<file path="src/rtl/pc_unit_pkg.sv">
// rtl/pc_unit_pkg.sv - shared types for the fetch-stage program counter
// Contents: FSM state encoding (RUN/HALT/STEP) and next-PC mux select codes.
package pc_unit_pkg;

    // STEP is only reachable when PC_UNIT_STEP_EN is defined
    typedef enum logic [1:0] {
        RUN  = 2'd0,
        HALT = 2'd1,
        STEP = 2'd2
    } state_t;

    // Next-PC source chosen by pc_next_sel
    typedef enum logic [1:0] {
        SEL_HOLD   = 2'd0,
        SEL_SEQ    = 2'd1,
        SEL_BRANCH = 2'd2,
        SEL_JUMP   = 2'd3
    } sel_t;

endpackage

</file>
<file path="src/rtl/pc_unit_if.sv">
// rtl/pc_unit_if.sv - control/status bundle between fetch control and pc_unit
// master: pipeline/debug side, drives select inputs and observes PC status.
// slave : pc_unit side.
// Optional macro PC_UNIT_STEP_EN adds i_step (single-step request while halted).
interface pc_unit_if #(
    parameter int NB     = 32,
    parameter int NB_CNT = 32
);
    logic              i_enable;
    logic              i_stall;
    logic              i_branch_taken;
    logic [NB-1:0]     i_branch_addr;
    logic              i_jump;
    logic [NB-1:0]     i_jump_addr;
    logic              i_halt;
    logic              i_resume;
`ifdef PC_UNIT_STEP_EN
    logic              i_step;
`endif
    logic [NB-1:0]     o_pc;
    logic [NB-1:0]     o_pc_inc;
    logic              o_halted;
    logic [NB_CNT-1:0] o_fetch_cnt;
    logic              o_misaligned;

    modport master (
        output i_enable, i_stall, i_branch_taken, i_branch_addr,
        output i_jump, i_jump_addr, i_halt, i_resume,
`ifdef PC_UNIT_STEP_EN
        output i_step,
`endif
        input  o_pc, o_pc_inc, o_halted, o_fetch_cnt, o_misaligned
    );

    modport slave (
        input  i_enable, i_stall, i_branch_taken, i_branch_addr,
        input  i_jump, i_jump_addr, i_halt, i_resume,
`ifdef PC_UNIT_STEP_EN
        input  i_step,
`endif
        output o_pc, o_pc_inc, o_halted, o_fetch_cnt, o_misaligned
    );
endinterface

</file>
<file path="src/rtl/pc_next_sel.sv">
// rtl/pc_next_sel.sv - combinational next-PC priority mux with alignment mask
// Ports: pc (current PC), hold (FSM/enable freeze), redirect_en (branch/jump
// allowed), stall, branch_taken/branch_addr, jump/jump_addr -> next_pc,
// pc_inc (pc + INC, wrapping), sel (chosen source), misaligned (accepted
// redirect target had nonzero low bits).
module pc_next_sel
    import pc_unit_pkg::*;
#(
    parameter int NB  = 32,
    parameter int INC = 4
) (
    input  logic [NB-1:0] pc,
    input  logic          hold,
    input  logic          redirect_en,
    input  logic          stall,
    input  logic          branch_taken,
    input  logic [NB-1:0] branch_addr,
    input  logic          jump,
    input  logic [NB-1:0] jump_addr,
    output logic [NB-1:0] next_pc,
    output logic [NB-1:0] pc_inc,
    output sel_t          sel,
    output logic          misaligned
);
    // INC is a power of two, so INC-1 covers exactly the offset bits
    localparam logic [NB-1:0] LOW_MASK = NB'(INC - 1);

    logic [NB-1:0] target;

    assign pc_inc = pc + NB'(INC);

    always_comb begin
        sel        = SEL_SEQ;
        target     = jump_addr;
        next_pc    = pc_inc;
        misaligned = 1'b0;

        // Redirects are checked before stall: a taken branch/jump flushes
        // whatever caused the stall.
        if (hold) begin
            sel = SEL_HOLD;
        end else if (redirect_en && branch_taken) begin
            sel    = SEL_BRANCH;
            target = branch_addr;
        end else if (redirect_en && jump) begin
            sel    = SEL_JUMP;
            target = jump_addr;
        end else if (stall) begin
            sel = SEL_HOLD;
        end

        case (sel)
            SEL_HOLD: next_pc = pc;
            SEL_SEQ:  next_pc = pc_inc;
            default: begin
                next_pc    = target & ~LOW_MASK;
                misaligned = |(target & LOW_MASK);
            end
        endcase
    end
endmodule

</file>
<file path="src/rtl/pc_unit.sv">
// rtl/pc_unit.sv - fetch-stage PC register with next-PC select, HALT FSM and fetch counter
// Ports: i_clock (rising edge), i_reset (sync, active-low), bus (pc_unit_if.slave):
// enable/stall/branch/jump/halt/resume in; o_pc, o_pc_inc, o_halted,
// o_fetch_cnt, o_misaligned out.
// Optional macro PC_UNIT_STEP_EN: i_step in HALT enters STEP, which performs
// exactly one PC update (sequential or redirect) and returns to HALT.
module pc_unit
    import pc_unit_pkg::*;
#(
    parameter int            NB           = 32,
    parameter int            INC          = 4,
    parameter logic [NB-1:0] RESET_VECTOR = '0,
    parameter int            NB_CNT       = 32
) (
    input  logic  i_clock,
    input  logic  i_reset,
    pc_unit_if.slave bus
);
    state_t            state, state_next;
    logic [NB-1:0]     pc, next_pc, pc_inc;
    logic [NB_CNT-1:0] fetch_cnt;
    logic              mis_q, mis_next;
    sel_t              sel;
    logic              hold, redirect_en, stall_use;
    logic              redirect, step_req;

    assign redirect = bus.i_branch_taken | bus.i_jump;

`ifdef PC_UNIT_STEP_EN
    assign step_req = bus.i_step;
`else
    assign step_req = 1'b0;
`endif

    always_comb begin
        state_next  = state;
        hold        = 1'b1;
        redirect_en = 1'b0;
        stall_use   = 1'b0;
        if (bus.i_enable) begin
            case (state)
                RUN: begin
                    redirect_en = 1'b1;
                    stall_use   = bus.i_stall;
                    // HALT on a squashed path (redirect) or stalled is ignored;
                    // otherwise the PC parks on the HALT instruction.
                    hold        = bus.i_halt && !bus.i_stall && !redirect;
                    if (hold) begin
                        state_next = HALT;
                    end
                end
                HALT: begin
                    if (bus.i_resume) begin
                        hold       = 1'b0;
                        state_next = RUN;
                    end else if (step_req) begin
                        state_next = STEP;
                    end
                end
                STEP: begin
                    hold        = 1'b0;
                    redirect_en = 1'b1;
                    state_next  = HALT;
                end
                default: state_next = RUN;
            endcase
        end
    end

    pc_next_sel #(.NB(NB), .INC(INC)) u_sel (
        .pc          (pc),
        .hold        (hold),
        .redirect_en (redirect_en),
        .stall       (stall_use),
        .branch_taken(bus.i_branch_taken),
        .branch_addr (bus.i_branch_addr),
        .jump        (bus.i_jump),
        .jump_addr   (bus.i_jump_addr),
        .next_pc     (next_pc),
        .pc_inc      (pc_inc),
        .sel         (sel),
        .misaligned  (mis_next)
    );

    always_ff @(posedge i_clock) begin
        if (!i_reset) begin
            state     <= RUN;
            pc        <= RESET_VECTOR;
            fetch_cnt <= '0;
            mis_q     <= 1'b0;
        end else begin
            state <= state_next;
            pc    <= next_pc;
            mis_q <= mis_next;
            if (sel != SEL_HOLD) begin
                fetch_cnt <= fetch_cnt + 1'b1;
            end
        end
    end

    assign bus.o_pc        = pc;
    assign bus.o_pc_inc    = pc_inc;
    assign bus.o_halted    = (state == HALT);
    assign bus.o_fetch_cnt = fetch_cnt;
    assign bus.o_misaligned = mis_q;
endmodule

</file>
<file path="src/flat_wrapper.sv">
// flat-port wrapper written by rule: the top's interface ports become plain ports
module pc_unit_flat import pc_unit_pkg::*;
#(
    parameter int            NB           = 32,
    parameter int            INC          = 4,
    parameter logic [NB-1:0] RESET_VECTOR = '0,
    parameter int            NB_CNT       = 32
)
  (i_clock, i_reset, bus_i_enable, bus_i_stall, bus_i_branch_taken, bus_i_branch_addr, bus_i_jump, bus_i_jump_addr, bus_i_halt, bus_i_resume, bus_o_pc, bus_o_pc_inc, bus_o_halted, bus_o_fetch_cnt, bus_o_misaligned);
  pc_unit_if #(.NB(NB), .NB_CNT(NB_CNT)) bus_i ();
  input  logic i_clock;
  input  logic i_reset;
  input wire logic [$bits(bus_i.i_enable)-1:0] bus_i_enable;
  input wire logic [$bits(bus_i.i_stall)-1:0] bus_i_stall;
  input wire logic [$bits(bus_i.i_branch_taken)-1:0] bus_i_branch_taken;
  input wire logic [$bits(bus_i.i_branch_addr)-1:0] bus_i_branch_addr;
  input wire logic [$bits(bus_i.i_jump)-1:0] bus_i_jump;
  input wire logic [$bits(bus_i.i_jump_addr)-1:0] bus_i_jump_addr;
  input wire logic [$bits(bus_i.i_halt)-1:0] bus_i_halt;
  input wire logic [$bits(bus_i.i_resume)-1:0] bus_i_resume;
  output wire logic [$bits(bus_i.o_pc)-1:0] bus_o_pc;
  output wire logic [$bits(bus_i.o_pc_inc)-1:0] bus_o_pc_inc;
  output wire logic [$bits(bus_i.o_halted)-1:0] bus_o_halted;
  output wire logic [$bits(bus_i.o_fetch_cnt)-1:0] bus_o_fetch_cnt;
  output wire logic [$bits(bus_i.o_misaligned)-1:0] bus_o_misaligned;
  assign bus_i.i_enable = bus_i_enable;
  assign bus_i.i_stall = bus_i_stall;
  assign bus_i.i_branch_taken = bus_i_branch_taken;
  assign bus_i.i_branch_addr = bus_i_branch_addr;
  assign bus_i.i_jump = bus_i_jump;
  assign bus_i.i_jump_addr = bus_i_jump_addr;
  assign bus_i.i_halt = bus_i_halt;
  assign bus_i.i_resume = bus_i_resume;
  assign bus_o_pc = bus_i.o_pc;
  assign bus_o_pc_inc = bus_i.o_pc_inc;
  assign bus_o_halted = bus_i.o_halted;
  assign bus_o_fetch_cnt = bus_i.o_fetch_cnt;
  assign bus_o_misaligned = bus_i.o_misaligned;
  pc_unit #(.NB(NB), .INC(INC), .RESET_VECTOR(RESET_VECTOR), .NB_CNT(NB_CNT)) u_core (.i_clock(i_clock), .i_reset(i_reset), .bus(bus_i));
endmodule
</file>
<file path="config.mk">
export PLATFORM = sky130hd
export DESIGN_NAME = pc_unit_flat
export DESIGN_NICKNAME = d
export VERILOG_FILES = /design/src/rtl/pc_unit_pkg.sv /design/src/rtl/pc_unit_if.sv /design/src/rtl/pc_next_sel.sv /design/src/rtl/pc_unit.sv /design/src/flat_wrapper.sv
export SDC_FILE = /design/constraint.sdc
export NUM_CORES = 1
export LEC_CHECK = 0
export ABC_AREA = 1
export CELL_PAD_IN_SITES_DETAIL_PLACEMENT = 1
export CELL_PAD_IN_SITES_GLOBAL_PLACEMENT = 2
export CORE_MARGIN = 1
export CORE_UTILIZATION = 24
export CTS_CLUSTER_SIZE = 14
export DETAILED_ROUTE_END_ITERATION = 12
export GPL_TIMING_DRIVEN = 1
export PLACE_DENSITY = 0.91
export REMOVE_ABC_BUFFERS = 1
export SKIP_CTS_REPAIR_TIMING = 1
export SYNTH_ARGS = -nofsm -noshare
export SYNTH_HDL_FRONTEND = slang
export SYNTH_SLANG_ARGS = --single-unit
</file>
<file path="constraint.sdc">
create_clock -name i_clock -period 2.52 [get_ports i_clock]
set_clock_uncertainty 0.2 [all_clocks]
set_input_delay 0.252 -clock i_clock [delete_from_list [all_inputs] [get_ports i_clock]]
set_output_delay 0.252 -clock i_clock [all_outputs]
set_load 0.01 [all_outputs]
</file>
# Yosys cells after proc, flatten, opt, wreduce, memory -nomap -nowiden
# Cells that the tools add are included.
# totals
input_bits	72
output_inout_bits	98
reg_bits	67
# op_classes
add_sub_neg	2
n_mux	17
bitwise	2
eq_ne	5
n_reduce_logical	13
# op_table
operator	count
$mux W32	2
$pmux W32 S2	1
$add A32 B1 Y32 const B	1
$add A32 B3 Y32 const B	1
$mux W2	5
$mux W1	7
$pmux W2 S3	1
$eq A2 B1 Y1 const B	2
$logic_and A1 B1 Y1	4
$logic_not A2 Y1	2
$reduce_or A2 Y1	2
$pmux W1 S3	1
$reduce_and A3 Y1	1
$reduce_or A3 Y1	1
$eq A2 B2 Y1 const B	1
$logic_not A1 Y1	2
$ne A2 B1 Y1 const B	1
$ne A2 B2 Y1 const B	1
$reduce_bool A2 Y1	1
$not A1 Y1	1
$or A1 B1 Y1	1

# Longest topological paths before layout
# Gate-level depths: netlist (run 1).
# depth
ltp_word	10
depth_mapped	11
depth_no_buf	11

# By module
# From an unflattened synthesis (run 1), not the netlist that was laid out.
# unflattened
hier_cells	808
hier_area_um2	4832.1
# by_module_without_submodules
mod	area_per_inst_um2	instances	cells_per_inst
pc_unit	2871.5	1	400
pc_next_sel	1960.6	1	408

# Worst setup path before layout (run 1)
# No wires, ideal clock.
# synth_path
path_type	register to output
from	register u_core.pc[2], in the netlist u_core.bus.o_pc[2]
to	output bus_o_pc_inc[26]
path_slack_ns	0.645
path_stages_with_launch	8
required_time_ns	2.068
arrival_time_ns	1.423
path_cell_list	dfxtp_1 -> ha_1 -> nand2_1 -> nor2_2 -> nand2_2 -> nor2_1 -> nand2_1 -> xor2_1
# synth_between
elab_chain_cells	1
# synth_lines
item	line	text
start, declared	pc_unit.sv:20	logic [NB-1:0] pc, next_pc, pc_inc;
start signal, assigned	pc_unit.sv:93	pc <= next_pc;
$add A32 B3 Y32	pc_next_sel.sv:30	assign pc_inc = pc + NB'(INC);
end, declared	flat_wrapper.sv:22	output wire logic [$bits(bus_i.o_pc_inc)-1:0] bus_o_pc_inc;
# No other way between the ends.

# Worst setup path in the final report (run 1)
# layout_path
from	register u_core.pc[3], in the netlist u_core.bus.o_pc[3]
to	output bus_o_pc_inc[22]
# The elaborated chain is that of the path after synthesis.

==> results of run 1 <==
-- cell usage after synthesis, drive strengths merged --
cell,instances,area share
dfxtp,64,0.28
nor2,144,0.13
xor2,12,0.023
nand3b,8,0.013
and2,2,0.0027
o21ai,27,0.029
nand3,69,0.080
nor3,7,0.0098
conb,1,0.00081
buf,26,0.041
ha,2,0.0054
xnor2,4,0.0076
o211ai,13,0.021
a31oi,6,0.0081
nand2,254,0.21
inv,64,0.052
clkbuf,5,0.0041
nand4,11,0.021
a21oi,42,0.048
a211oi,1,0.0016
or2,10,0.014
nor3b,1,0.0016
-- flip-flops by register name (all words and copies together), names as in the netlist --
register	count
u_core.bus.o_fetch_cnt	32
u_core.bus.o_misaligned	1
u_core.bus.o_pc	30
u_core.state	1
-- cell type report --
class                           count  share of cell area
Clock buffer                       10              0.0324
Timing Repair Buffer              189               0.268
Tap cell                          234              0.0414
Clock inverter                      6             0.00849
Inverter                           64              0.0343
Multi-Input combinational cell    617               0.431
Sequential cell                    64               0.185
-- power breakdown --
part / switching (mW) / internal [mW] / leakage, nW / total, mW
logic: 0.393 / 0.381 / 2.35 / 0.774
clock network: 0.495 / 0.761 / 0.138 / 1.26
registers: 0.0711 / 1.07 / 0.529 / 1.14
total: 0.959 / 2.21 / 3.01 / 3.17
-- per-stage QoR --
| stage | hold slack (ns) | setup WS, ns | setup TNS (ns) | cells |
|---|---|---|---|---|
| finish | 0.299 | 0.0872 | 0 | 1184 |
| global route | 0.331 | -0.0528 | -0.102 | 1184 |
| CTS | 0.300 | -0.373 | -5.33 | 1182 |
| detailed placement | 0.285 | 0.0775 | 0 | 1166 |
| global placement | 0.279 | 0.0557 | 0 | 1166 |
| floorplan | 0.150 | -0.340 | -6.19 | 745 |
-- critical path: cells and delay by family, from the launching register on --
family,cells,cell delay (ns)
AND/OR/NAND/NOR,7,0.95
buffers and inverters,1,0.15
adder cells (fa/ha/maj),1,0.20
flip-flops,1,0.34
-- routing by layer --
metal / vias to the layer above / wire length [um] / track usage / share of wire
li1: 2804 / - / - / -
met1: 2548 / 8210 / 0.226 / 0.44
met2: 137 / 8800 / 0.320 / 0.48
met3: 17 / 1140 / 0.0611 / 0.062
met4: 0 / 302 / 0.0463 / 0.016
met5: - / 0 / 0 / 0
-- path summary, 6_finish.rpt --
kind                                                   end  depth (start not counted)                      start  slack, ns
worst max-delay path                      bus_o_pc_inc[22]                          9         u_core.bus.o_pc[3]       0.09
worst min-delay path             u_core.bus.o_fetch_cnt[0]                          1  u_core.bus.o_fetch_cnt[0]       0.30
worst max register to register  u_core.bus.o_fetch_cnt[20]                          8  u_core.bus.o_fetch_cnt[0]       0.45
worst min register to register   u_core.bus.o_fetch_cnt[0]                          1  u_core.bus.o_fetch_cnt[0]       0.30
-- cell families (layout without fill, tap and decap cells) --
family,Yosys count,count (layout),synth area share
buf+inv,95,269,0.0970
xor+xnor,16,16,0.0303
other cells,1,4,0.000812
fa+ha+maj,2,2,0.00542
flops,64,64,0.277
compound gates,89,89,0.108
simple gates,506,506,0.481
==> impl_metrics.tcl, run 1 <==
set metrics [dict create \
    syn-cell-area_mm2 0.00462 \
    globalRouteTotalUtil 0.187 \
    finalCritPeriodShare 0.965 \
    path_clk_slew_ns 0.06 \
    final_ant_viol_nets 0 \
    synth-warning-count 0 \
    floorplan.initialDensity 0.246 \
    total_placed_instance_area_mm2 0.00655 \
    power.ir.vdd_worst_v 0.000253 \
    ff_latch_area_mm2 0.00131 \
    maxCapViolCount 0 \
    final_area_mm2 0.00707 \
    antenna_found_initial 0 \
    clockBufferDepth 2 \
    area_inside_the_core_boundary_mm2 0.0188 \
    grt_first_pass_wirelength_um 28800 \
    largest_net_degree_at_the_start_of_global_routing 53 \
    hp-class "flop to flop" \
    ys_ff_latch 64 \
    cts_tree "built" \
    crit_path_end_kind "primary output" \
    final_layout_size_suffix_gt1_frac 0.128 \
    number_of_global_route_vias_before_repair 5416 \
    post_synth_num_cell_types 38 \
    worstPathRequired_ns 2.07 \
    run_status "complete, no violations" \
    cp_slowest_stage_delay_ns 0.34 \
    remaining_drc_errors 0 \
    cts_max_level 3 \
    drt_pre_antenna_iters 4 \
    fmaxAchievable_ghz 0.411 \
    chip_height_um 141 \
    drt_wl_total_um 18500 \
    cts_sinks 64 \
    multi_input_area_mm2 0.00305 \
    route.detailed.wl_per_inst_um 15.6 \
    grt_setup_unrepaired "yes" \
    total_leakage_power_nw 3.01 \
    detailedRoute.firstIterationViolations 154 \
    area_growth_pct 53.2 \
    avgViaCountPerCell 4.65 \
    num_rows 50 \
    numCtsBuffers 9 \
    worst_path_most_repeated_cell "sky130_fd_sc_hd__nand2_1" \
    highest_count_cells_in_the_layout_ignoring_fill_and_taps "sky130_fd_sc_hd__nand2_1, sky130_fd_sc_hd__clkdlybuf4s50_1, sky130_fd_sc_hd__nor2_1" \
    cts.root.buffer_cell "sky130_fd_sc_hd__clkbuf_16" \
    final_core_utilization 0.377 \
    synth.yosys.seq_area_share 0.277 \
    finalCriticalPeriod_ns 2.43 \
    worstPathArrival_ns 1.98 \
    start_kind "flop" \
    finalHoldViolCount 0 \
    overflow 0 \
    num_antenna_cells 0 \
    die_area_mm2 0.0198 \
    hpwlAfterDp_um 14300 \
    layout.cells.most_common "sky130_fd_sc_hd__nand2_1" \
    detailroute.via_count 5506 \
    path_class "flop to primary output" \
    timing.final.max_slew_violations 0 \
    final_net_count 1019 \
    die_x_um 141 \
    crit_path_cell_trace "ha_2 -> nand2_1 -> nor2_4 -> nand2_4 -> nor2_2 -> nand2_2 -> nand2_1 -> and2_1 -> clkbuf_2" \
    critical_path.slowest_cell "sky130_fd_sc_hd__dfxtp_1" \
    worstPathMaxFanout 4 \
    power.density_mw_per_mm2 448 \
    later_pin_clock_latency_in_the_skew_report_ns 0.34 \
    synth.avg_cell_area_um2 5.97 \
    synth_cells 773 \
    top_level_i_o_count 170 \
    place_congestion 0.853 \
    portBuffers 165 \
    fill_cells 2400 \
    power.total_mw 3.17 \
    setup_viol 0 \
]
(Power assumes the default switching activity.)
==> run 2, diff against run 1 <==
--- a/config.mk
+++ b/config.mk
@@ -6,11 +6,12 @@
 export NUM_CORES = 1
 export LEC_CHECK = 0
 export ABC_AREA = 1
+export CAP_MARGIN = 10
 export CELL_PAD_IN_SITES_DETAIL_PLACEMENT = 1
 export CELL_PAD_IN_SITES_GLOBAL_PLACEMENT = 2
 export CORE_MARGIN = 1
 export CORE_UTILIZATION = 24
-export CTS_CLUSTER_SIZE = 14
+export CTS_CLUSTER_SIZE = 25
 export DETAILED_ROUTE_END_ITERATION = 12
 export GPL_TIMING_DRIVEN = 1
 export PLACE_DENSITY = 0.91
==> results of run 2 <==
The final DEF is identical to that of run 1; final timing and power are the same.
==> run 3, diff against run 2 <==
--- a/config.mk
+++ b/config.mk
@@ -9,7 +9,7 @@
 export CAP_MARGIN = 10
 export CELL_PAD_IN_SITES_DETAIL_PLACEMENT = 1
 export CELL_PAD_IN_SITES_GLOBAL_PLACEMENT = 2
-export CORE_MARGIN = 1
+export CORE_MARGIN = 3
 export CORE_UTILIZATION = 24
 export CTS_CLUSTER_SIZE = 25
 export DETAILED_ROUTE_END_ITERATION = 12
==> run 3 against run 2 <==
Effect of this change: the run now ends with negative setup slack left; via count grew 0.74%; cell count grew 1.9%; wire length grew 1.5%; sequential share of layout area is essentially flat; non-clock buffer count shrank 1; combinational power grew 0.8%; count of clock-buffer cells in the layout grew 2; global-route usage shrank 0.74 points; critical path type unchanged; largest cell class unchanged; largest power group unchanged; highest routed layer unchanged.
==> impl_metrics.tcl, run 3 (synthesized netlist as in run 1, its figures left out) <==
set metrics [dict create \
    run_status "complete, but fails checks" \
    failed_checks "negative setup slack" \
    final_ant_viol_nets 0 \
    globalRouteTotalUtil 0.180 \
    maxCapViolCount 0 \
    cts_tree "built" \
    area_inside_the_core_boundary_mm2 0.0188 \
    place_congestion 0.880 \
    total_leakage_power_nw 2.99 \
    critical_path.slowest_cell "sky130_fd_sc_hd__clkdlybuf4s50_1" \
    worstSetupStartpoint "u_core.bus.o_pc[3]" \
    remaining_drc_errors 0 \
    finalCriticalPeriod_ns 2.61 \
    path_class "flop to primary output" \
    power.density_mw_per_mm2 445 \
    wirelength_met1_um 8260 \
    worstPathMaxFanout 4 \
    cts_max_level 3 \
    final_area_mm2 0.00707 \
    drt_pre_antenna_iters 4 \
    chip_height_um 145 \
    grt_first_pass_wirelength_um 29600 \
    layout.cells.most_common "sky130_fd_sc_hd__nand2_1" \
    cts.root.buffer_cell "sky130_fd_sc_hd__clkbuf_16" \
    dp.cells 1191 \
    floorplan.initialDensity 0.245 \
    hp-class "flop to flop" \
    largest_register_ff_count 32 \
    worst_path_most_repeated_cell "sky130_fd_sc_hd__nor2_4" \
    num_rows 50 \
    final_layout_size_suffix_gt1_frac 0.119 \
    die_x_um 145 \
    largest_net_degree_at_the_start_of_global_routing 52 \
    pre_cts_ws_ns 0.0419 \
    worst_hold_slack_ns 0.304 \
    hpwlAfterDp_um 14800 \
    dr.max_layer_used "met4" \
    clockBufferDepth 2 \
    route.detailed.wl_per_inst_um 15.5 \
    path_clk_slew_ns 0.05 \
    antenna_found_initial 0 \
    grt_setup_unrepaired "yes" \
    finalHoldViolCount 0 \
    setup_slack_ns -0.0936 \
    detailedRoute.firstIterationViolations 179 \
    top_level_i_o_count 170 \
    avgViaCountPerCell 4.60 \
    highest_count_cells_in_the_layout_ignoring_fill_and_taps "sky130_fd_sc_hd__nand2_1, sky130_fd_sc_hd__clkdlybuf4s50_1, sky130_fd_sc_hd__nor2_1" \
    worstPathArrival_ns 2.16 \
    area_growth_pct 53.1 \
    finalCritPeriodShare 1.04 \
    numCtsBuffers 9 \
    number_of_global_route_vias_before_repair 5579 \
    crit_path_end_kind "primary output" \
    setup_viol 1 \
    timing.final.max_slew_violations 0 \
    worstReg2RegStart "u_core.bus.o_fetch_cnt[0]" \
    routed-wl-met2_um 8840 \
    worstPathRequired_ns 2.07 \
    post_layout_nonfiller_instances 1207 \
    total_placed_instance_area_mm2 0.00657 \
    start_kind "flop" \
    overflow 0 \
    crit_path_cell_trace "ha_1 -> nand2_1 -> nor2_4 -> nand2_2 -> nor2_4 -> xor2_2 -> inv_1 -> clkdlybuf4s50_1" \
    cts_sinks 64 \
    hp-start "u_core.bus.o_fetch_cnt[0]" \
    drt_wl_total_um 18700 \
    die_area_mm2 0.0209 \
    detailroute.via_count 5547 \
    final_net_count 1018 \
    fmaxAchievable_ghz 0.383 \
    portBuffers 165 \
    met3WireLength_um 1310 \
    cp_slowest_stage_delay_ns 0.47 \
    power.ir.vdd_worst_v 0.000305 \
    later_pin_clock_latency_in_the_skew_report_ns 0.34 \
]
==> run 3: cell types whose count changed in the layout (fill, tap and decap cells not counted), moves of 3 or more <==
cell,previous run,this run
sky130_fd_sc_hd__clkinv_2,3,0
sky130_fd_sc_hd__nand2_1,242,247
sky130_fd_sc_hd__nor2_1,120,124
sky130_fd_sc_hd__nand2_2,8,4
==> run 3: metrics by stage <==
step	total power [mW]	setup TNS [ns]	util
2_1_floorplan	1.46	-6.19	-
3_3_place_gp	1.93	0	0.349
3_5_place_dp	1.94	0	0.349
4_1_cts	3.18	-4.83	0.364
5_1_grt	3.32	-0.246	0.375
6_report	3.15	-0.0936	0.375
==> run 3: final cells by class <==
type	count	area, um^2
diodes	1	2.50
clock buffers	12	246
clock inverters	1	30.0
fillers	2426	11800
inverters	64	240
multi-input cells	617	3030
flip-flops and latches	64	1310
well taps	260	325
repair buffers	188	1890
==> run 3: path summary, 6_finish.rpt <==
check	end	slack, ns	depth (start not counted)
hold reg to reg	u_core.bus.o_fetch_cnt[0]	0.30	1
hold / removal	u_core.bus.o_fetch_cnt[0]	0.30	1
setup reg to reg	u_core.bus.o_fetch_cnt[18]	0.37	8
setup / recovery	bus_o_pc_inc[16]	-0.09	8
==> run 3: power breakdown <==
part / total, mW / switching, mW / internal, mW
Sequential: 1.14 / 0.0704 / 1.07
Combinational: 0.780 / 0.394 / 0.386
Clock: 1.23 / 0.454 / 0.777
==> run 3: worst max-delay path: cells and delay by family, from the launching register on <==
kind,cells,cell delay (ns)
adder cells (fa/ha/maj),1,0.19
XOR/XNOR,1,0.22
flip-flops,1,0.33
AND/OR/NAND/NOR,4,0.54
buffers and inverters,2,0.54
==> run 3: per-layer routing <==
layer,GRT usage,vias to the layer above
li1,-,2801
met1,0.221,2573
met2,0.306,150
met3,0.0588,23
met4,0.0437,0
met5,0,-
